`src/rtl/logic_gates_pipe.sv`:
```
// logic_gates_pipe: two-stage valid/ready pipeline that applies a bitwise gate to A and B.
// Defining LG_PARITY_EN adds the registered even-parity output PAR.
module logic_gates_pipe #(
  parameter int WIDTH = 8,
  parameter int CNT_W = 16
) (
  input  logic             CLK,
  input  logic             RST_N,
  input  logic [WIDTH-1:0] A,
  input  logic [WIDTH-1:0] B,
  input  logic [2:0]       OP,
  input  logic             IN_VALID,
  output logic             IN_READY,
  output logic [WIDTH-1:0] Y,
  output logic [2:0]       OP_OUT,
  output logic             OUT_VALID,
  input  logic             OUT_READY,
  output logic [CNT_W-1:0] TX_COUNT
`ifdef LG_PARITY_EN
  ,
  output logic             PAR
`endif
);

  function automatic logic [WIDTH-1:0] gate_eval(input logic [WIDTH-1:0] a,
                                                 input logic [WIDTH-1:0] b,
                                                 input logic [2:0]       op);
    logic [WIDTH-1:0] r;
    case (op)
      3'b000:  r = a & b;
      3'b001:  r = ~(a & b);
      3'b010:  r = a | b;
      3'b011:  r = ~(a | b);
      3'b100:  r = ~a;
      3'b101:  r = a ^ b;
      3'b110:  r = ~(a ^ b);
      3'b111:  r = b;
      default: r = {WIDTH{1'b0}};
    endcase
    return r;
  endfunction

  function automatic logic even_parity(input logic [WIDTH-1:0] v);
    return ^v;
  endfunction

  logic             s1_valid_r;
  logic [WIDTH-1:0] s1_a_r;
  logic [WIDTH-1:0] s1_b_r;
  logic [2:0]       s1_op_r;
  logic             s2_valid_r;
  logic [WIDTH-1:0] y_r;
  logic [2:0]       op_out_r;
  logic [CNT_W-1:0] tx_count_r;
  logic             in_ready_s;
  logic             in_xfer_s;
  logic             s1_adv_s;
  logic             out_xfer_s;
  logic [WIDTH-1:0] y_next_s;

  // Handshake decode; IN_READY deliberately ignores IN_VALID
  always_comb begin
    in_ready_s = 1'b0;
    in_xfer_s  = 1'b0;
    s1_adv_s   = 1'b0;
    out_xfer_s = 1'b0;
    y_next_s   = {WIDTH{1'b0}};
    in_ready_s = !s1_valid_r || !s2_valid_r || OUT_READY;
    in_xfer_s  = IN_VALID && in_ready_s;
    s1_adv_s   = s1_valid_r && (!s2_valid_r || OUT_READY);
    out_xfer_s = s2_valid_r && OUT_READY;
    y_next_s   = gate_eval(s1_a_r, s1_b_r, s1_op_r);
  end

  // Stage 1: operand capture
  always_ff @(posedge CLK or negedge RST_N) begin
    if (!RST_N) begin
      s1_valid_r <= 1'b0;
      s1_a_r     <= {WIDTH{1'b0}};
      s1_b_r     <= {WIDTH{1'b0}};
      s1_op_r    <= 3'b000;
    end else if (in_xfer_s) begin
      s1_valid_r <= 1'b1;
      s1_a_r     <= A;
      s1_b_r     <= B;
      s1_op_r    <= OP;
    end else if (s1_adv_s) begin
      s1_valid_r <= 1'b0;
    end else begin
      s1_valid_r <= s1_valid_r;
    end
  end

  // Stage 2: result register, held while the consumer stalls
  always_ff @(posedge CLK or negedge RST_N) begin
    if (!RST_N) begin
      s2_valid_r <= 1'b0;
      y_r        <= {WIDTH{1'b0}};
      op_out_r   <= 3'b000;
    end else if (s1_adv_s) begin
      s2_valid_r <= 1'b1;
      y_r        <= y_next_s;
      op_out_r   <= s1_op_r;
    end else if (out_xfer_s) begin
      s2_valid_r <= 1'b0;
    end else begin
      s2_valid_r <= s2_valid_r;
    end
  end

  // Completed output transfers, wrapping naturally at 2^CNT_W
  always_ff @(posedge CLK or negedge RST_N) begin
    if (!RST_N) begin
      tx_count_r <= {CNT_W{1'b0}};
    end else if (out_xfer_s) begin
      tx_count_r <= tx_count_r + {{(CNT_W-1){1'b0}}, 1'b1};
    end else begin
      tx_count_r <= tx_count_r;
    end
  end

`ifdef LG_PARITY_EN
  logic par_r;

  // Parity loads together with Y so both stay coherent under stall
  always_ff @(posedge CLK or negedge RST_N) begin
    if (!RST_N) begin
      par_r <= 1'b0;
    end else if (s1_adv_s) begin
      par_r <= even_parity(y_next_s);
    end else begin
      par_r <= par_r;
    end
  end

  assign PAR = par_r;
`endif

  assign IN_READY  = in_ready_s;
  assign Y         = y_r;
  assign OP_OUT    = op_out_r;
  assign OUT_VALID = s2_valid_r;
  assign TX_COUNT  = tx_count_r;

endmodule

```
`config.mk`:
```
export PLATFORM = sky130hd
export DESIGN_NAME = logic_gates_pipe
export DESIGN_NICKNAME = d
export VERILOG_FILES = /design/src/rtl/logic_gates_pipe.sv
export SDC_FILE = /design/constraint.sdc
export NUM_CORES = 1
export LEC_CHECK = 0
export CORE_ASPECT_RATIO = 0.6
export CORE_UTILIZATION = 50
export DETAILED_ROUTE_END_ITERATION = 10
export HOLD_SLACK_MARGIN = 0.03
export PLACE_DENSITY = 0.77
export SLEW_MARGIN = 20
export SYNTH_ARGS = -nofsm -noshare
export SYNTH_HDL_FRONTEND = slang
export SYNTH_SLANG_ARGS = --single-unit
```
`constraint.sdc`:
```
create_clock -name CLK -period 2 [get_ports CLK]
set_input_delay 0.6 -clock CLK [delete_from_list [all_inputs] [get_ports CLK]]
set_output_delay 0.6 -clock CLK [all_outputs]
set_load 0.05 [all_outputs]
```
Word level (Yosys, flattened, before mapping):

Cells that the tools add are included.

* logic and storage cells: 39
* bits in registers: 48
* bits of input ports: 23

* bitwise gates (word level): 7
* multiplexer cells: 5
* reduce and logical (&&, ||, !) cells: 11
* equal/unequal tests: 7
* $add $sub $neg: 1

Operators by type and width (count)
* case mux 8 bit (8 select lines): 1
* inverter 8 bit: 4
* adder 16 x 1 -> 16 bit, second input constant: 1
* equality test 3 bit, second input constant: 4
* bitwise AND 8 bit: 1
* bitwise OR 8 bit: 1
* bitwise XOR 8 bit: 1
* equality test 3 x 2 -> 1 bit, second input constant: 2
* 2-to-1 mux 1 bit: 4
* nonzero test 2 bit: 2
* equality test 3 x 1 -> 1 bit, second input constant: 1
* logical AND 1 bit: 3
* zero test 3 bit: 1
* logical OR 1 bit: 3
* zero test 1 bit: 2

Logic depth before layout (Yosys ltp):

* depth in word-level cells: 5
* depth in mapped cells: 7

Worst setup path after synthesis:

Ideal clock, no wire load.

* path kind: flip-flop to flip-flop
* from: register s2_valid_r (netlist: OUT_VALID)
* to: register s1_a_r[0]
* data arrival time: 2.176 ns
* required time: 1.872 ns
* slack: -0.303 ns
* cell stages (with the launch flop): 5
* setup time: 0.128 ns
* clock period less this slack: 2.303 ns
* path through: dfrtp_1 -> nand3b_1 -> nand2_2 -> buf_4 -> mux2_1

* word-level cells in the longest chain between the ends: 4

Ends and longest elaborated chain
* start, declared: RTL line 51 `logic s2_valid_r;`
* start signal, assigned: RTL line 107 `s2_valid_r <= s2_valid_r;`
* zero test 1 bit: RTL line 68 `in_ready_s = !s1_valid_r || !s2_valid_r || OUT_READY;`
* logical OR 1 bit (2 in a row): RTL line 68
* via IN_READY: RTL line 13 `output logic IN_READY,`
* logical AND 1 bit: RTL line 69 `in_xfer_s = IN_VALID && in_ready_s;`
* end signal, assigned: RTL line 79 `s1_a_r <= {WIDTH{1'b0}};`
* end, declared: RTL line 48 `logic [WIDTH-1:0] s1_a_r;`

The timed path passes the listed nets, and every way through them passes these cells.
A chain may end at the register's enable or synchronous reset.

Worst setup path in the final report:

* from: input port OUT_READY
* to: output port IN_READY

* word-level cells in the longest chain between the ends: 1

Ends and longest elaborated chain
* start, declared: RTL line 17 `input logic OUT_READY,`
* logical OR 1 bit: RTL line 68
* end, declared: RTL line 13

Every way passes these cells.

==> results.cfg <==
[clock_network]
root_buffer = clkbuf_8
htree_levels = 2
clk_path_buf_depth = 2
numCtsBuffers = 5
cts_tree = yes
path_clk_slew_ns = 0.09
clk_latency_ns = 0.30
cts.sinks = 48

[floorplanning]
core_area_sq_um = 5180
ios = 52
die-area_sq_um = 5800
start_util_pct = 53.0
row_count = 20
dieWidth_um = 97.6
die_y_um = 59.4

[sta]
slew-limit-headroom_pct = 64.4
setup_viol = 0
period_needed_ns = 1.90
worstMarginPinSlew_ns = 0.534
fin_hold_ws_ns = 0.240
fmax_mhz = 528
setup_ws_ns = 0.104
finalCritPeriodShare_pct = 94.8
fin_skew_ns = 0.00896
rsz0062_at_grt = no
hold_viol_final = 0
slew_viol_final = 0

[placement]
dp_cells = 384
port_buffers = 51
pre_cts_slack_ns = -0.161
place_congestion = 0.833
dp_hpwl_um = 4300

[logic_synthesis]
synthArstFlopShare_pct = 100
syn_avg_cell_area_sq_um = 10.6
seq_area_frac_synth_pct = 43.8
synth_edf_count = 0
ys_types = 47
synthFlopType = dfrtp_1
yosysWarnings = 0
synth-seq-cells = 48
syn_area_sq_um = 2740
synth_fp_nets = 298
synth_cells = 258

[setup_path]
cp.required_ns = 1.40
reg2reg_depth = 6
rr_endpoint = Y[3]$_DFFE_PN0P_
worst-setup-path-type = input port to output pin
endpoint_kind = output pin
critPathMaxFanout = 2
rrSetupSlack_ns = 0.23
crit_start = OUT_READY
critPathLaunchType = input port
cp_data_arrival_time_ns = 1.30
timing.rr.start = s1_a_r[3]$_DFFE_PN0P_

[routing]
totalWireLength_um = 5720
avgRoutedWirePerCell_um = 14.6
vias_per_cell = 5.36
drc_errors = 8
drtIter0Drc = 105
dr.pass1.iters = 7
postRouteAntennaNets = 0
num_vias = 2108

[power_and_ir_drop]
intPower_mw = 2.13
clkPwrFrac_pct = 19.4
sw_frac_of_total_pct = 40.6
p_comb_share_pct = 42.7
p_leak_nw = 1.65
power_switching_mw = 1.46
power_density_nw_per_um2 = 1020
seq_power_share_pct = 37.9
vdd_drop_max_mv = 0.481

[grt]
grt_start_max_net_pins = 37
gr-max-usage-layer = met2
gr-usage-met2_pct = 33.7
grtUsageMet1_pct = 31.9
grt_antenna_before_repair = 0
grtUsageMet3_pct = 5.54
grt_usage_pct = 22.0
first_global_vias = 2038
grt_remaining_overflow = 0
grt_pass1_wl_um = 9830

[status]
violations = DRC
outcome = complete, but fails checks

[finish]
antenna_cells = 0
layout_common_cells = 48 x buf_4, 47 x dfrtp_1, 21 x mux2_1
syn_to_final_growth_pct = 28.3
fin_cells = 393
final_common_cell = buf_4
finalNetCount = 366
drive_above_1_share_pct = 21.7

[worst_hold_path]
worstHoldPathType = input port to asynchronous set/reset pin

[job]
drv_cap = 0
power by group through the flow:
stage	registers [mW]	clock network [mW]	logic, mW
6_report	1.36	0.696	1.53
5_1_grt	1.40	0.762	1.67
4_1_cts	1.36	0.720	1.54
3_5_place_dp	1.38	0	1.53
3_3_place_gp	1.37	0	1.50
2_1_floorplan	1.79	0	0.615
flip-flops by register name (all words and copies together), names as in the netlist:
register / count
TX_COUNT: 16
s1_op_r: 3
Y: 8
s1_valid_r: 1
s1_a_r: 8
s1_b_r: 8
OUT_VALID: 1
OP_OUT: 3
logic make-up (layout without fill, tap and decap cells):
group                    count (synthesis)  count (layout)  share of synthesized area (%)
AO/OA/AOI/OAI                           41              41                           11.8
XOR/XNOR                                18              18                           5.75
adder cells (fa/ha/maj)                 17              17                           7.75
buffers and inverters                   30              99                           5.20
flip-flops                              48              48                           43.8
multiplexers                            24              24                           9.76
AND/OR/NAND/NOR                         80              80                           16.0
worst max path at each step:
stage          slack [ns]                     to  cells past startpoint
6_report             0.10               IN_READY                      3
5_1_grt              0.08               IN_READY                      3
4_1_cts              0.11               IN_READY                      3
3_5_place_dp        -0.16               IN_READY                      3
3_3_place_gp        -0.17               IN_READY                      3
2_1_floorplan       -0.06  s1_a_r[0]$_DFFE_PN0P_                      4
synth_stat cells (all sizes together), types with 4 or more instances:
cell type	number	area, sq um
ha	17	213
a21oi	4	20.0
xor2	6	52.6
inv	17	63.8
xnor2	12	105
nor2b	4	25.0
a32oi	4	35.0
nand4	4	25.0
nand3b	4	30.0
o221ai	6	52.6
nand2b	8	57.6
nor2	11	41.3
mux2	22	248
o21ai	4	20.0
nand2	19	76.3
o211ai	4	30.0
buf	10	66.3
dfrtp	48	1200
o31ai	7	67.6
nand3	15	75.1
worst max-delay path, stage by stage:
cell and delay, ns:
dlygate4sd2_1 0.25, nand3b_1 0.24, buf_12 0.20
repair_timing:
action / CTS / global route
buffers inserted: 1 / 0
hold buffers: 0 / 0
setup endpoints to repair: 1 / 0
resized for setup: 1 / 0
hold endpoints to repair: 0 / 0
through the flow:
step | util [%] | instance area, sq um | setup TNS [ns] | total power [mW]
3_3_place_gp | 65.7 | 3400 | -2.11 | 2.87
2_1_floorplan | - | 2750 | -0.582 | 2.41
3_5_place_dp | 65.7 | 3400 | -2.21 | 2.91
4_1_cts | 67.9 | 3520 | 0 | 3.62
6_report | 67.9 | 3520 | 0 | 3.59
5_1_grt | 67.9 | 3520 | 0 | 3.83
metal layers:
metal / wire (um) / share of wire, %
met5: 0 / 0
met2: 2400 / 42
met1: 2980 / 52
met4: 17 / 0.30
met3: 323 / 5.6
area by class of cell:
type / instances / area [sq um]
Clock buffer: 5 / 68.8
Clock inverter: 3 / 42.5
Fill cell: 397 / 1660
Inverter: 17 / 63.8
Multi-Input combinational cell: 180 / 1410
Sequential cell: 48 / 1200
Tap cell: 66 / 82.6
Timing Repair Buffer: 74 / 654
(Power assumes the default switching activity.)
==> RTL change 1, RTL diff (same settings) <==
The option `LG_PARITY_EN` is turned on by a define.
--- a/src/rtl/logic_gates_pipe.sv
+++ b/src/rtl/logic_gates_pipe.sv
@@ -1,5 +1,7 @@
 // logic_gates_pipe: two-stage valid/ready pipeline that applies a bitwise gate to A and B.
 // Defining LG_PARITY_EN adds the registered even-parity output PAR.
+`define LG_PARITY_EN
+
 module logic_gates_pipe #(
   parameter int WIDTH = 8,
   parameter int CNT_W = 16
Behaviour (old outputs only; new: PAR): unchanged (Yosys induction, for registers that start in step).
==> RTL change 1 against the original RTL <==
Count of clock-buffer cells in the layout unchanged; setup slack got worse by 0.13 ns; wire length increased by 11%; the run ends with setup timing left; clock skew increased by 0.0058 ns; cell area increased by 14%; total power increased by 20%; area after synthesis increased by 5.5%; sequential cell count increased by 1.
==> RTL change 1: results (changes against the original RTL) <==
minimum setup slack in the final design: -0.02124 ns (-0.1257 ns)
number of filler instances in the final layout: 444 (+12%)
global routing met3 resource utilization: 4.608% (-0.93 points)
outcome: finished, violations left
worst endpoint data arrival time: 2.24 ns (+0.94 ns)
Distinct cells, synth: 39 (-17%)
initial DRC count: 68 (-35%)
cell with the biggest individual delay on the critical path: sky130_fd_sc_hd__dfrtp_1
VDD IR-drop max: 0.001010 V (+110%)
top post-synthesis cells by count: 49 x sky130_fd_sc_hd__dfrtp_1, 29 x sky130_fd_sc_hd__nand2_1, 25 x sky130_fd_sc_hd__xnor2_1, 23 x sky130_fd_sc_hd__mux2_2
I/O Buffers: 52 (+2.0%)
Finish-stage setup viols: 1 (+1)
compound-cell area share of the yosys netlist: 8.859% (-2.9 points)
Worst Reg2Reg Path Length in Cells: 9 (+3)
count of nets after finishing: 420 (+15%)
worst hold-check slack: 0.2127 ns (-0.02771 ns)
syn_nets: 321 (+7.7%)
share of post-route cells with drive strength above 1: 36.22% (+15 points)
fraction of the yosys area taken by sequential cells: 42.35% (-1.4 points)
mux share of post-synthesis cell area: 14.13% (+4.4 points)
proportion of power drawn by flip-flops and latches: 32.2% (-5.7 points)
failing checks: setup timing
Clock Skews: 0.01477 ns (+0.005803 ns)
placed standard-cell area: 3799 um^2 (+12%)
detailed-routing wirelength on met1: 3232 um (+8.5%)
startpoint of the lowest-slack register-to-register path: s1_a_r[0]
total negative slack for setup checks: -0.02124 ns (-0.02124 ns)
clock insertion delay at the later pin of the skew report: 0.32 ns (+0.02 ns)
HPWL Detailed: 4668 um (+8.7%)
placer congestion estimate: 0.8216 (-1.4%)
xor-xnor portion of the synthesized cell area: 10.76% (+5.0 points)
Post-Place Worst Slack: -0.1871 ns (-0.02633 ns)
critical path's largest stage delay: 0.36 ns (+0.11 ns)
switching fraction of total power: 42.43% (+1.8 points)
wire length of the first global-routing pass: 10110 um (+2.8%)
## RTL change 1: cell count changes in the layout (fill, tap and decap cells not counted), moves of 6 or more
| cell | unedited run | this run |
|---|---|---|
| sky130_fd_sc_hd__buf_4 | 48 | 78 |
| sky130_fd_sc_hd__mux2_1 | 21 | 1 |
| sky130_fd_sc_hd__xnor2_1 | 12 | 25 |
| sky130_fd_sc_hd__mux2_2 | 1 | 13 |
| sky130_fd_sc_hd__mux2_4 | 0 | 12 |
| sky130_fd_sc_hd__nand2_1 | 17 | 27 |
| sky130_fd_sc_hd__a21oi_1 | 4 | 11 |
| sky130_fd_sc_hd__nand3_1 | 15 | 8 |
| sky130_fd_sc_hd__o21ai_0 | 2 | 9 |
| sky130_fd_sc_hd__o221ai_1 | 6 | 0 |
## RTL change 1: cell type report
type / instances / area share [%]
flip-flops and latches: 49 / 30.55
well taps: 80 / 2.489
inverters: 19 / 1.773
multi-input cells: 202 / 41.47
repair buffers: 103 / 21.38
clock buffers: 5 / 1.711
clock inverters: 3 / 0.6223
## RTL change 1: worst max path at each step
stage                     cells past startpoint  startpoint  slack (ns)           end
final                                         9   s1_a_r[0]       -0.02           PAR
after global routing                          9   s1_a_r[3]       -0.15           PAR
after CTS                                     9   s1_a_r[7]       -0.07           PAR
after detailed placement                      7   OUT_READY       -0.19  TX_COUNT[15]
after global placement                        3   OUT_READY       -0.16      IN_READY
after floorplan                               4   OUT_READY       -0.08     s1_a_r[0]
## RTL change 1: cells by family after synthesis
logic type	after synthesis
simple gates	72
flops	49
xor+xnor	34
compound gates	43
fa+ha+maj	17
buf+inv	30
mux	36
## RTL change 1: repair_timing
item / 4_1_cts / 5_1_grt
resized for setup: 10 / 11
setup endpoints to repair: 2 / 1
gates cloned: 0 / 0
buffers inserted: 4 / 1
pin swaps: 10 / 6
==> RTL change 2, RTL diff (same settings) <==
Made on the original files. Register the output `TX_COUNT` once more; this adds one clock of latency there. The other outputs are not delayed to match.
--- a/src/rtl/logic_gates_pipe.sv
+++ b/src/rtl/logic_gates_pipe.sv
@@ -140,7 +140,9 @@
   assign Y         = y_r;
   assign OP_OUT    = op_out_r;
   assign OUT_VALID = s2_valid_r;
-  assign TX_COUNT  = tx_count_r;
+  always_ff @(posedge CLK) begin
+    TX_COUNT <= tx_count_r;
+  end
 
 endmodule
 
Function: changed (Yosys sat finds a counterexample within 4 cycles, from zero or initial values and one cycle with RST_N low).
==> RTL change 2 against the original RTL <==
Critical path type unchanged; critical endpoint unchanged; sequential power increased by 29%; wire length increased by 4.4%; setup slack improved by 0.041 ns; area after synthesis up 11%; utilization rose by 0.64 points; cell area rose by 12%; sequential cell count up 16; total power increased by 23%.
==> RTL change 2: results (changes against the original RTL) <==
post-synthesis average cell area: 11.30 um^2 (+6.3%)
Rel. slew slack: 65.47% (+1.1 points)
mux share of post-synthesis cell area: 8.118% (-1.6 points)
count of nets after finishing: 378 (+3.3%)
ClkCell Share: 4.777% (+1.6 points)
Global Route met1 Usage: 31.54% (-0.36 points)
Wirelength per Cell: 14.12 um (-3.0%)
relative area of non-clock buffer cells in the final design: 16.21% (-2.4 points)
outcome: finished, final reports clean
placer congestion estimate: 0.7845 (-5.8%)
fraction of area in multi-input gates: 35.99% (-3.9 points)
VDD IR-drop max: 0.001019 V (+110%)
number of filler instances in the final layout: 451 (+14%)
fin cells: 423 (+7.6%)
maximum number of pins on one net before global-route repair: 22 (-41%)
critical path's largest stage delay: 0.23 ns (-0.02 ns)
Lkg Pwr: 1.837 nW (+12%)
syn_nets: 310 (+4.0%)
Multi-Input Combinational: 175 (-2.8%)
compound-cell area share of the yosys netlist: 11.60% (-0.16 points)
Reg area: 1523 um^2 (+27%)
placed standard-cell area: 3735 um^2 (+9.8%)
via count of the first global-routing pass: 2077 (+1.9%)
wire length of the first global-routing pass: 10230 um (+4.0%)
clock insertion delay at the later pin of the skew report: 0.34 ns (+0.04 ns)
global routing met3 resource utilization: 6.935% (+1.4 points)
startpoint of the lowest-slack register-to-register path: s1_op_r[2]
area growth from synthesis to layout: 28.74%
total vias in the final route: 2215 (+5.1%)
Worst Reg2Reg Path Length in Cells: 5 (-1)
met2 track utilization from global routing: 28.58% (-5.2 points)
cell internal power dissipation: 2.767 mW (+30%)
adder and majority cell fraction of the synthesized area: 6.970% (-0.78 points)
initial DRC count: 132 (+26%)
[RTL change 2: cell count changes after synthesis, moves of 5 or more]
cell                       unedited run  this run
sky130_fd_sc_hd__nand2_1             17        23
sky130_fd_sc_hd__mux2_2               1        22
sky130_fd_sc_hd__nand3_1             15         8
sky130_fd_sc_hd__mux2_1              21         0
sky130_fd_sc_hd__a221o_1              0         6
sky130_fd_sc_hd__dfxtp_1              0        16
sky130_fd_sc_hd__xnor2_1             12        17
sky130_fd_sc_hd__a221oi_2             0         6
[RTL change 2: worst min path at each step]
stage / cells past startpoint / from / endpoint / slack, ns
after floorplan: 0 / RST_N / OP_OUT[0] / 0.30
after CTS: 1 / RST_N / tx_count_r[13] / 0.20
after global placement: 0 / tx_count_r[15] / TX_COUNT[15] / 0.38
final: 1 / RST_N / tx_count_r[12] / 0.19
after detailed placement: 0 / tx_count_r[15] / TX_COUNT[15] / 0.39
after global routing: 1 / RST_N / tx_count_r[13] / 0.21
